**src/rtl/quad_pkg.sv**
```systemverilog
// Shared types and the Gray-code step decoder for the quadrature input filter.
package quad_pkg;

    typedef enum logic {INIT, TRACK} quad_state_t;

    typedef logic [1:0] quad_ab_t;

    localparam logic [15:0] ERR_MAX = 16'hFFFF;

    // Position of {a,b} along the forward cycle 00 -> 10 -> 11 -> 01.
    function automatic logic [1:0] quad_pos(input quad_ab_t ab);
        case (ab)
            2'b00:   quad_pos = 2'd0;
            2'b10:   quad_pos = 2'd1;
            2'b11:   quad_pos = 2'd2;
            default: quad_pos = 2'd3;
        endcase
    endfunction

    // Returns {valid, dir, err}; equal states yield all zeros.
    function automatic logic [2:0] quad_decode(input quad_ab_t prev, input quad_ab_t next);
        logic [1:0] delta;
        delta = quad_pos(next) - quad_pos(prev);
        case (delta)
            2'd1:    quad_decode = 3'b110;
            2'd3:    quad_decode = 3'b100;
            2'd2:    quad_decode = 3'b001;
            default: quad_decode = 3'b000;
        endcase
    endfunction

endpackage

```
**src/rtl/quad_glitch_filter.sv**
```systemverilog
// Two-flop synchronizer plus stability counter for one encoder channel.
module quad_glitch_filter #(
    parameter int unsigned FILTER_CYCLES = 50
) (
    input  logic clk,
    input  logic reset_n,
    input  logic din,
    output logic dout,
    output logic commit,
    output logic sync
);

    logic        sync1_q, sync2_q;
    logic        dout_q, dout_d;
    logic        commit_q, commit_d;
    logic [15:0] cnt_q, cnt_d;

    always_comb begin
        cnt_d    = '0;
        dout_d   = dout_q;
        commit_d = 1'b0;
        if (sync2_q != dout_q) begin
            if (({1'b0, cnt_q} + 17'd1) == 17'(FILTER_CYCLES)) begin
                dout_d   = sync2_q;
                commit_d = 1'b1;
            end else begin
                cnt_d = cnt_q + 16'd1;
            end
        end
    end

    always_ff @(posedge clk or negedge reset_n) begin
        if (!reset_n) begin
            sync1_q  <= 1'b0;
            sync2_q  <= 1'b0;
            dout_q   <= 1'b0;
            commit_q <= 1'b0;
            cnt_q    <= '0;
        end else begin
            sync1_q  <= din;
            sync2_q  <= sync1_q;
            dout_q   <= dout_d;
            commit_q <= commit_d;
            cnt_q    <= cnt_d;
        end
    end

    assign dout   = dout_q;
    assign commit = commit_q;
    assign sync   = sync2_q;

endmodule

```
**src/rtl/quad_filter.sv**
```systemverilog
// Quadrature input conditioning: per-channel glitch filters, warm-up FSM,
// Gray-code step/error decoding and a saturating illegal-transition counter.
module quad_filter
    import quad_pkg::*;
#(
    parameter int unsigned FILTER_CYCLES = 50
) (
    input  logic        clk,
    input  logic        reset_n,
    input  logic        a_raw,
    input  logic        b_raw,
    input  logic        clear_err,
    output logic        a_out,
    output logic        b_out,
    output logic        step_valid,
    output logic        step_dir,
    output logic        err_pulse,
    output logic [15:0] err_count
);

    logic dout_a, dout_b, commit_a, commit_b, sync_a, sync_b;

    quad_glitch_filter #(.FILTER_CYCLES(FILTER_CYCLES)) u_filt_a (
        .clk    (clk),
        .reset_n(reset_n),
        .din    (a_raw),
        .dout   (dout_a),
        .commit (commit_a),
        .sync   (sync_a)
    );

    quad_glitch_filter #(.FILTER_CYCLES(FILTER_CYCLES)) u_filt_b (
        .clk    (clk),
        .reset_n(reset_n),
        .din    (b_raw),
        .dout   (dout_b),
        .commit (commit_b),
        .sync   (sync_b)
    );

    quad_state_t state_q, state_d;
    logic [16:0] warm_q, warm_d;
    quad_ab_t    ab_q, ab_d;
    logic        valid_q, valid_d;
    logic        dir_q, dir_d;
    logic        errp_q, errp_d;
    logic [15:0] err_q, err_d;
    logic [2:0]  dec;

    always_comb begin
        state_d = state_q;
        warm_d  = warm_q;
        ab_d    = ab_q;
        valid_d = 1'b0;
        dir_d   = 1'b0;
        errp_d  = 1'b0;
        dec     = '0;
        case (state_q)
            INIT: begin
                // Outputs follow the synchronized pins so TRACK starts from the true level.
                ab_d = {sync_a, sync_b};
                if (warm_q == 17'(FILTER_CYCLES + 1)) begin
                    state_d = TRACK;
                end else begin
                    warm_d = warm_q + 17'd1;
                end
            end
            TRACK: begin
                if (commit_a || commit_b) begin
                    dec     = quad_decode(ab_q, {dout_a, dout_b});
                    ab_d    = {dout_a, dout_b};
                    valid_d = dec[2];
                    dir_d   = dec[1];
                    errp_d  = dec[0];
                end
            end
        endcase
    end

    // A clear coinciding with a visible error leaves that error counted.
    always_comb begin
        err_d = err_q;
        if (errp_q) begin
            if (clear_err) begin
                err_d = 16'd1;
            end else if (err_q != ERR_MAX) begin
                err_d = err_q + 16'd1;
            end
        end else if (clear_err) begin
            err_d = '0;
        end
    end

    always_ff @(posedge clk or negedge reset_n) begin
        if (!reset_n) begin
            state_q <= INIT;
            warm_q  <= '0;
            ab_q    <= '0;
            valid_q <= 1'b0;
            dir_q   <= 1'b0;
            errp_q  <= 1'b0;
            err_q   <= '0;
        end else begin
            state_q <= state_d;
            warm_q  <= warm_d;
            ab_q    <= ab_d;
            valid_q <= valid_d;
            dir_q   <= dir_d;
            errp_q  <= errp_d;
            err_q   <= err_d;
        end
    end

    assign a_out      = ab_q[1];
    assign b_out      = ab_q[0];
    assign step_valid = valid_q;
    assign step_dir   = dir_q;
    assign err_pulse  = errp_q;
    assign err_count  = err_q;

endmodule
```
**config.mk**
```make
export PLATFORM = sky130hd
export DESIGN_NAME = quad_filter
export DESIGN_NICKNAME = d
export VERILOG_FILES = /design/src/rtl/quad_pkg.sv /design/src/rtl/quad_glitch_filter.sv /design/src/rtl/quad_filter.sv
export SDC_FILE = /design/constraint.sdc
export NUM_CORES = 1
export LEC_CHECK = 0
export ABC_AREA = 1
export BUFFER_PORTS_ARGS = -buffer_cell sky130_fd_sc_hd__clkbuf_2
export CAP_MARGIN = 5
export CORE_ASPECT_RATIO = 0.8
export CORE_MARGIN = 2
export CORE_UTILIZATION = 50
export DETAILED_ROUTE_END_ITERATION = 10
export PLACE_DENSITY_LB_ADDON = 0.2
export SYNTH_ARGS = -nofsm -noshare
export SYNTH_HDL_FRONTEND = slang
export SYNTH_SLANG_ARGS = --single-unit
```
**constraint.sdc**
```tcl
create_clock -name clk -period 1.6 [get_ports clk]
set_input_delay 0.32 -clock clk [delete_from_list [all_inputs] [get_ports clk]]
set_output_delay 0.32 -clock clk [all_outputs]
set_load 0.05 [all_outputs]
```
After elaboration in Yosys (flattened, before gate mapping)

Cells that the tools add are included.

Register bits after elaboration: 79
Bits of input ports: 5
Output and inout port bits: 21
Logic and storage cells: 78

Equal/unequal tests: 14
Reduce and logical (&&, ||, !) cells: 9
Bitwise operators: 2
$add $sub $neg: 7
Multiplexer cells: 29

Operators with widths:

| cell                  | number |
|---|---|
| $mux 16               | 8 |
| $eq 17x6->1 const B   | 3 |
| $add 16x1->16 const B | 3 |
| $add 16x1->17 const B | 2 |
| $add 17x1->17 const B | 1 |
| $ne 16x16->1 const B  | 1 |
| $eq 2x2->1 const B    | 6 |
| $mux 1                | 12 |
| $pmux 2 s3            | 2 |
| $mux 2                | 5 |
| $pmux 3 s3            | 1 |
| $reduce_and 2->1      | 4 |
| $logic_not 2->1       | 2 |
| $pmux 2 s2            | 1 |
| $reduce_bool 2->1     | 2 |
| $eq 2x1->1 const B    | 1 |
| $ne 1x1->1            | 2 |
| $ne 2x1->1 const B    | 1 |
| $not 1->1             | 2 |
| $sub 2x2->2           | 1 |
| $logic_or 1x1->1      | 1 |

Logic depth before layout (Yosys ltp)

Depth in word-level cells: 9
Depth in mapped cells: 13
Mapped depth without buffers: 13

Hierarchy

A second synthesis with hierarchy kept.

Cell total of the unflattened synthesis: 711
Area, all modules: 4989.8 µm²

By module, submodules not included:

| module             | seq. area each (µm²) | area each (µm²) | times used | cells an instance |
|---|---|---|---|---|
| quad_glitch_filter | 500.5                | 1290.0          | 2          | 192 |
| quad_filter        | 975.9                | 2409.8          | 1          | 327 |

Least setup slack after synthesis

OpenSTA, ideal clock, no wires.

Kind: register to register
Start point: register err_q[0] (netlist: err_count[0])
End point: register err_q[2] (netlist: err_count[2])
Library setup time: 0.123 ns
Path buffers: 1
Clock period less this slack: 2.088 ns
Path slack: -0.488 ns
Cell stages (with the launch flop): 10
Required time: 1.477 ns
Arrival time: 1.966 ns
Cell sequence: dfrtp_1 > ha_1 > nand2_2 > nor2_1 > nand4_2 > a21oi_4 > inv_4 > buf_6 > nand2_1 > a21oi_1

Cells in the longest elaborated chain, start to end: 4
Elaborated cells between the ends (all ways): 7
Classes of those cells: 1 x add/sub; 1 x eq/ne; 3 x mux; 2 x reduce/logical

Ends and longest elaborated chain:

| what                   | line               | source |
|---|---|---|
| from (decl)            | quad_filter.sv:47  | `logic [15:0] err_q, err_d;` |
| from (signal assigned) | quad_filter.sv:110 | `err_q <= err_d;` |
| $add 16x1->16          | quad_filter.sv:87  | `err_d = err_q + 16'd1;` |
| $mux 16                | quad_filter.sv:86  | `end else if (err_q != ERR_MAX) begin` |
| $mux 16                | quad_filter.sv:84  | `if (clear_err) begin` |
| $mux 16                | quad_filter.sv:83  | `if (errp_q) begin` |

Parallel ways exist; a longest one is shown, timed or not. The select of a mux whose other input is x is not followed.
A chain may end at the register's enable or synchronous reset.

Worst setup path after layout

Start point: register u_filt_a.cnt_q[0]
End point: register u_filt_a.cnt_q[5]

Cells in the longest elaborated chain, start to end: 4
Elaborated cells between the ends (all ways): 5
Classes of those cells: 2 x add/sub; 1 x eq/ne; 2 x mux

Ends and longest elaborated chain:

| what                   | line                     | source |
|---|---|---|
| from (decl)            | quad_glitch_filter.sv:16 | `logic [15:0] cnt_q, cnt_d;` |
| from (signal assigned) | quad_glitch_filter.sv:44 | `cnt_q <= cnt_d;` |
| $add 16x1->17          | quad_glitch_filter.sv:23 | `if (({1'b0, cnt_q} + 17'd1) == 17'(FILTER_CYCLES)) begin` |
| $eq 17x6->1            | quad_glitch_filter.sv:23 |  |
| $mux 16 (*)            | quad_glitch_filter.sv:23 |  |
| $mux 16 (*)            | quad_glitch_filter.sv:22 | `if (sync2_q != dout_q) begin` |
| net u_filt_a.cnt_d[5]  | quad_glitch_filter.sv:16 |  |

Mark *: on every way through the listed nets, which the timed path passes. The rest lies on a longest branch.

==> impl_metrics.env <==
export IMPL_status="complete, but fails checks"
export IMPL_violations="negative setup slack"
export IMPL_grt_ovfl_total=0
export IMPL_rows=31
export IMPL_min_path_type="in2async"
export IMPL_post_route_period_util=1.13
export IMPL_fin_ws_ps=-208
export IMPL_gp_congestion=0.932
export IMPL_diodes=0
export IMPL_end_kind="register"
export IMPL_clk_latency_ps=340
export IMPL_port_buffer_count=25
export IMPL_synth_nets=630
export IMPL_rsz0062_at_grt="yes"
export IMPL_final_cell_mix="nand2_1, buf_4, nor2_1"
export IMPL_tightest_slew_ps=418
export IMPL_yosysWarnings=0
export IMPL_grt_max_degree=80
export IMPL_tns_ps=-3160
export IMPL_synth_area_um2=4630
export IMPL_fmax_ghz=0.553
export IMPL_critPathArrivalTime_ps=2030
export IMPL_multi_input_area_um2=2880
export IMPL_clk_path_buf_depth=2
export IMPL_setup_viol=27
export IMPL_coreArea_um2=9040
export IMPL_die_x_um=112
export IMPL_h_tree_depth=3
export IMPL_path_clk_slew_ps=60
export IMPL_first_iter_violations=269
export IMPL_die_area_um2=10100
export IMPL_p_per_area_nw_per_um2=671
export IMPL_nets=758
export IMPL_routed_via_count=4571
export IMPL_grt_first_pass_wirelength_um=18900
export IMPL_vias_per_cell=5.30
export IMPL_start_util=0.513
export IMPL_synth_yosys_seq_area_share=0.427
export IMPL_numCtsBuffers=9
export IMPL_yosys_area_top_type="dfrtp_1"
export IMPL_synthCells=614
export IMPL_start_kind="register"
export IMPL_worstPathRequired_ps=1830
export IMPL_grt_total_usage=0.229
export IMPL_finalCriticalPeriod_ps=1810
export IMPL_final_core_util=0.729
export IMPL_io_pin_count=26
export IMPL_final_hold_viol_count=0
export IMPL_synth_cell_types=34
export IMPL_pre_cts_ws_ps=-154
export IMPL_fin_worst_skew_ps=10.3
export IMPL_synth_seq_cells=79
export IMPL_dr_pass1_iters=5
export IMPL_synth_edf_count=0
export IMPL_critPathMaxFanout=4
export IMPL_routed_wl_um=12500
export IMPL_slew_limit_headroom=0.721
export IMPL_drv_slew=0
export IMPL_drc=0
export IMPL_areaGrowthSynthToFinish_pct=42.1
export IMPL_fill_cells=603
export IMPL_async_reset_ff_frac=1.00
export IMPL_post_dp_hpwl_um=7750
export IMPL_peakVddDrop_v=0.000591
export IMPL_crit_type="reg2reg"
export IMPL_tritoncts="done"
export IMPL_synth_top_area_frac=0.427
export IMPL_power_leakage_nw=3.03
export IMPL_synth_area_leaders="dfrtp_1, nand2_1, nor2_1"
export IMPL_cts_sinks=79
export IMPL_dieHeight_um=90.1
export IMPL_root_buffer="clkbuf_16"
export IMPL_avgSynthCellArea_um2=7.55
export IMPL_holdWs_ps=4.84
export IMPL_final_common_cell="nand2_1"
export IMPL_layout_drive_gt1_share=0.402
export IMPL_wire_per_inst_um=14.5
export IMPL_ff_latch_area_um2=2010
export IMPL_synth_ff_type="dfrtp_1"
export IMPL_grt_pass1_vias=4240
export IMPL_cap_viol_max_count=0
export IMPL_final_antenna_net_count=0
export IMPL_antenna_found_initial=0
-- cells in the mapped netlist (10+ instances only) --
| master | n |
|---|---|
| nand2_1 | 148 |
| nor2_1 | 102 |
| dfrtp_1 | 79 |
| inv_1 | 69 |
| nand3_1 | 42 |
| xor2_1 | 21 |
| o21ai_0 | 15 |
| nand4_1 | 13 |
| nor2_2 | 13 |
| nor3_1 | 13 |
| ha_1 | 11 |
| inv_2 | 11 |
| a21oi_1 | 10 |
| nand2_2 | 10 |
| xnor2_1 | 10 |
-- power breakdown --
| part | switching, W | leakage, nW | internal [W] | total [W] |
|---|---|---|---|---|
| Sequential | 0.0000278 | 1.04 | 0.00202 | 0.00205 |
| Clock | 0.000861 | 0.151 | 0.00123 | 0.00209 |
| Combinational | 0.000168 | 1.84 | 0.000117 | 0.000284 |
| Total | 0.00106 | 3.03 | 0.00336 | 0.00442 |
-- area by class of cell --
type	count	share of cell area
clock inverter	7	0.0114
sequential	79	0.305
timing repair buffer	122	0.143
inverter	81	0.0473
tap	115	0.0219
multi-input combinational	449	0.437
clock buffer	9	0.0342
-- critical path: stages, from the launching register on --
cell and delay (ps):
dfrtp_1 400, buf_6 120, ha_4 170, nand2_4 60
nor2_4 120, buf_4 130, nand3_1 60, nand2_1 100
nand3_1 130, nor2_4 150, nand3_2 90, nand2_2 120
nor2_1 50
-- metrics by stage --
step	area, µm²	std cells	power, W
2_1_floorplan	4690	614	0.00216
6_report	6580	862	0.00442
4_1_cts	6000	845	0.00439
5_1_grt	6580	862	0.00459
3_5_place_dp	5440	815	0.00227
3_3_place_gp	5440	815	0.00226
-- per-layer routing --
metal  global-route usage  routed length (µm)  vias to the layer above
met1                0.306                5290                     2163
met2                0.372                6140                      165
li1                     -                   -                     2203
met4               0.0658                 335                        0
met3               0.0553                 771                       40
met5                    0                   0                        -
-- what timing repair did --
action | in CTS | in global routing
hold endpoints to repair | 0 | 0
setup buffers | 14 | 26
gates resized for setup | 32 | 109
cloned | 0 | 0
pin swaps | 14 | 58
hold buffers | 0 | 0
endpoints found under the setup margin | 18 | 41
-- logic make-up (layout without fill, tap and decap cells) --
family / count (synthesis) / in the layout / share of synthesized area
buf+inv: 86 / 219 / 0.0724
flops: 79 / 79 / 0.427
compound gates: 45 / 45 / 0.0605
fa+ha+maj: 11 / 11 / 0.0297
simple gates: 362 / 362 / 0.352
xor+xnor: 31 / 31 / 0.0586
-- worst paths after layout --
check	from	end	slack, ps	depth (start not counted)
setup reg to reg	u_filt_a.cnt_q[0]	u_filt_a.cnt_q[5]	-210	12
hold / removal	reset_n	u_filt_a.cnt_q[6]	5	2
hold reg to reg	u_filt_a.sync1_q	u_filt_a.sync	350	0
min in group clk	b_raw	u_filt_b.sync1_q	90	1
setup / recovery	u_filt_a.cnt_q[0]	u_filt_a.cnt_q[5]	-210	12
max in group asynchronous	reset_n	u_filt_b.cnt_q[2]	1250	2
-- flip-flops by register name (all words and copies together) (netlist names) --
signal	cells
u_filt_b.commit	1
err_pulse	1
ab_q	2
err_count	16
u_filt_a.cnt_q	16
u_filt_b.sync1_q	1
warm_q	17
u_filt_b.sync	1
state_q	1
u_filt_a.dout	1
step_valid	1
u_filt_a.commit	1
u_filt_a.sync1_q	1
u_filt_a.sync	1
u_filt_b.cnt_q	16
u_filt_b.dout	1
step_dir	1
(Power assumes the default switching activity.)
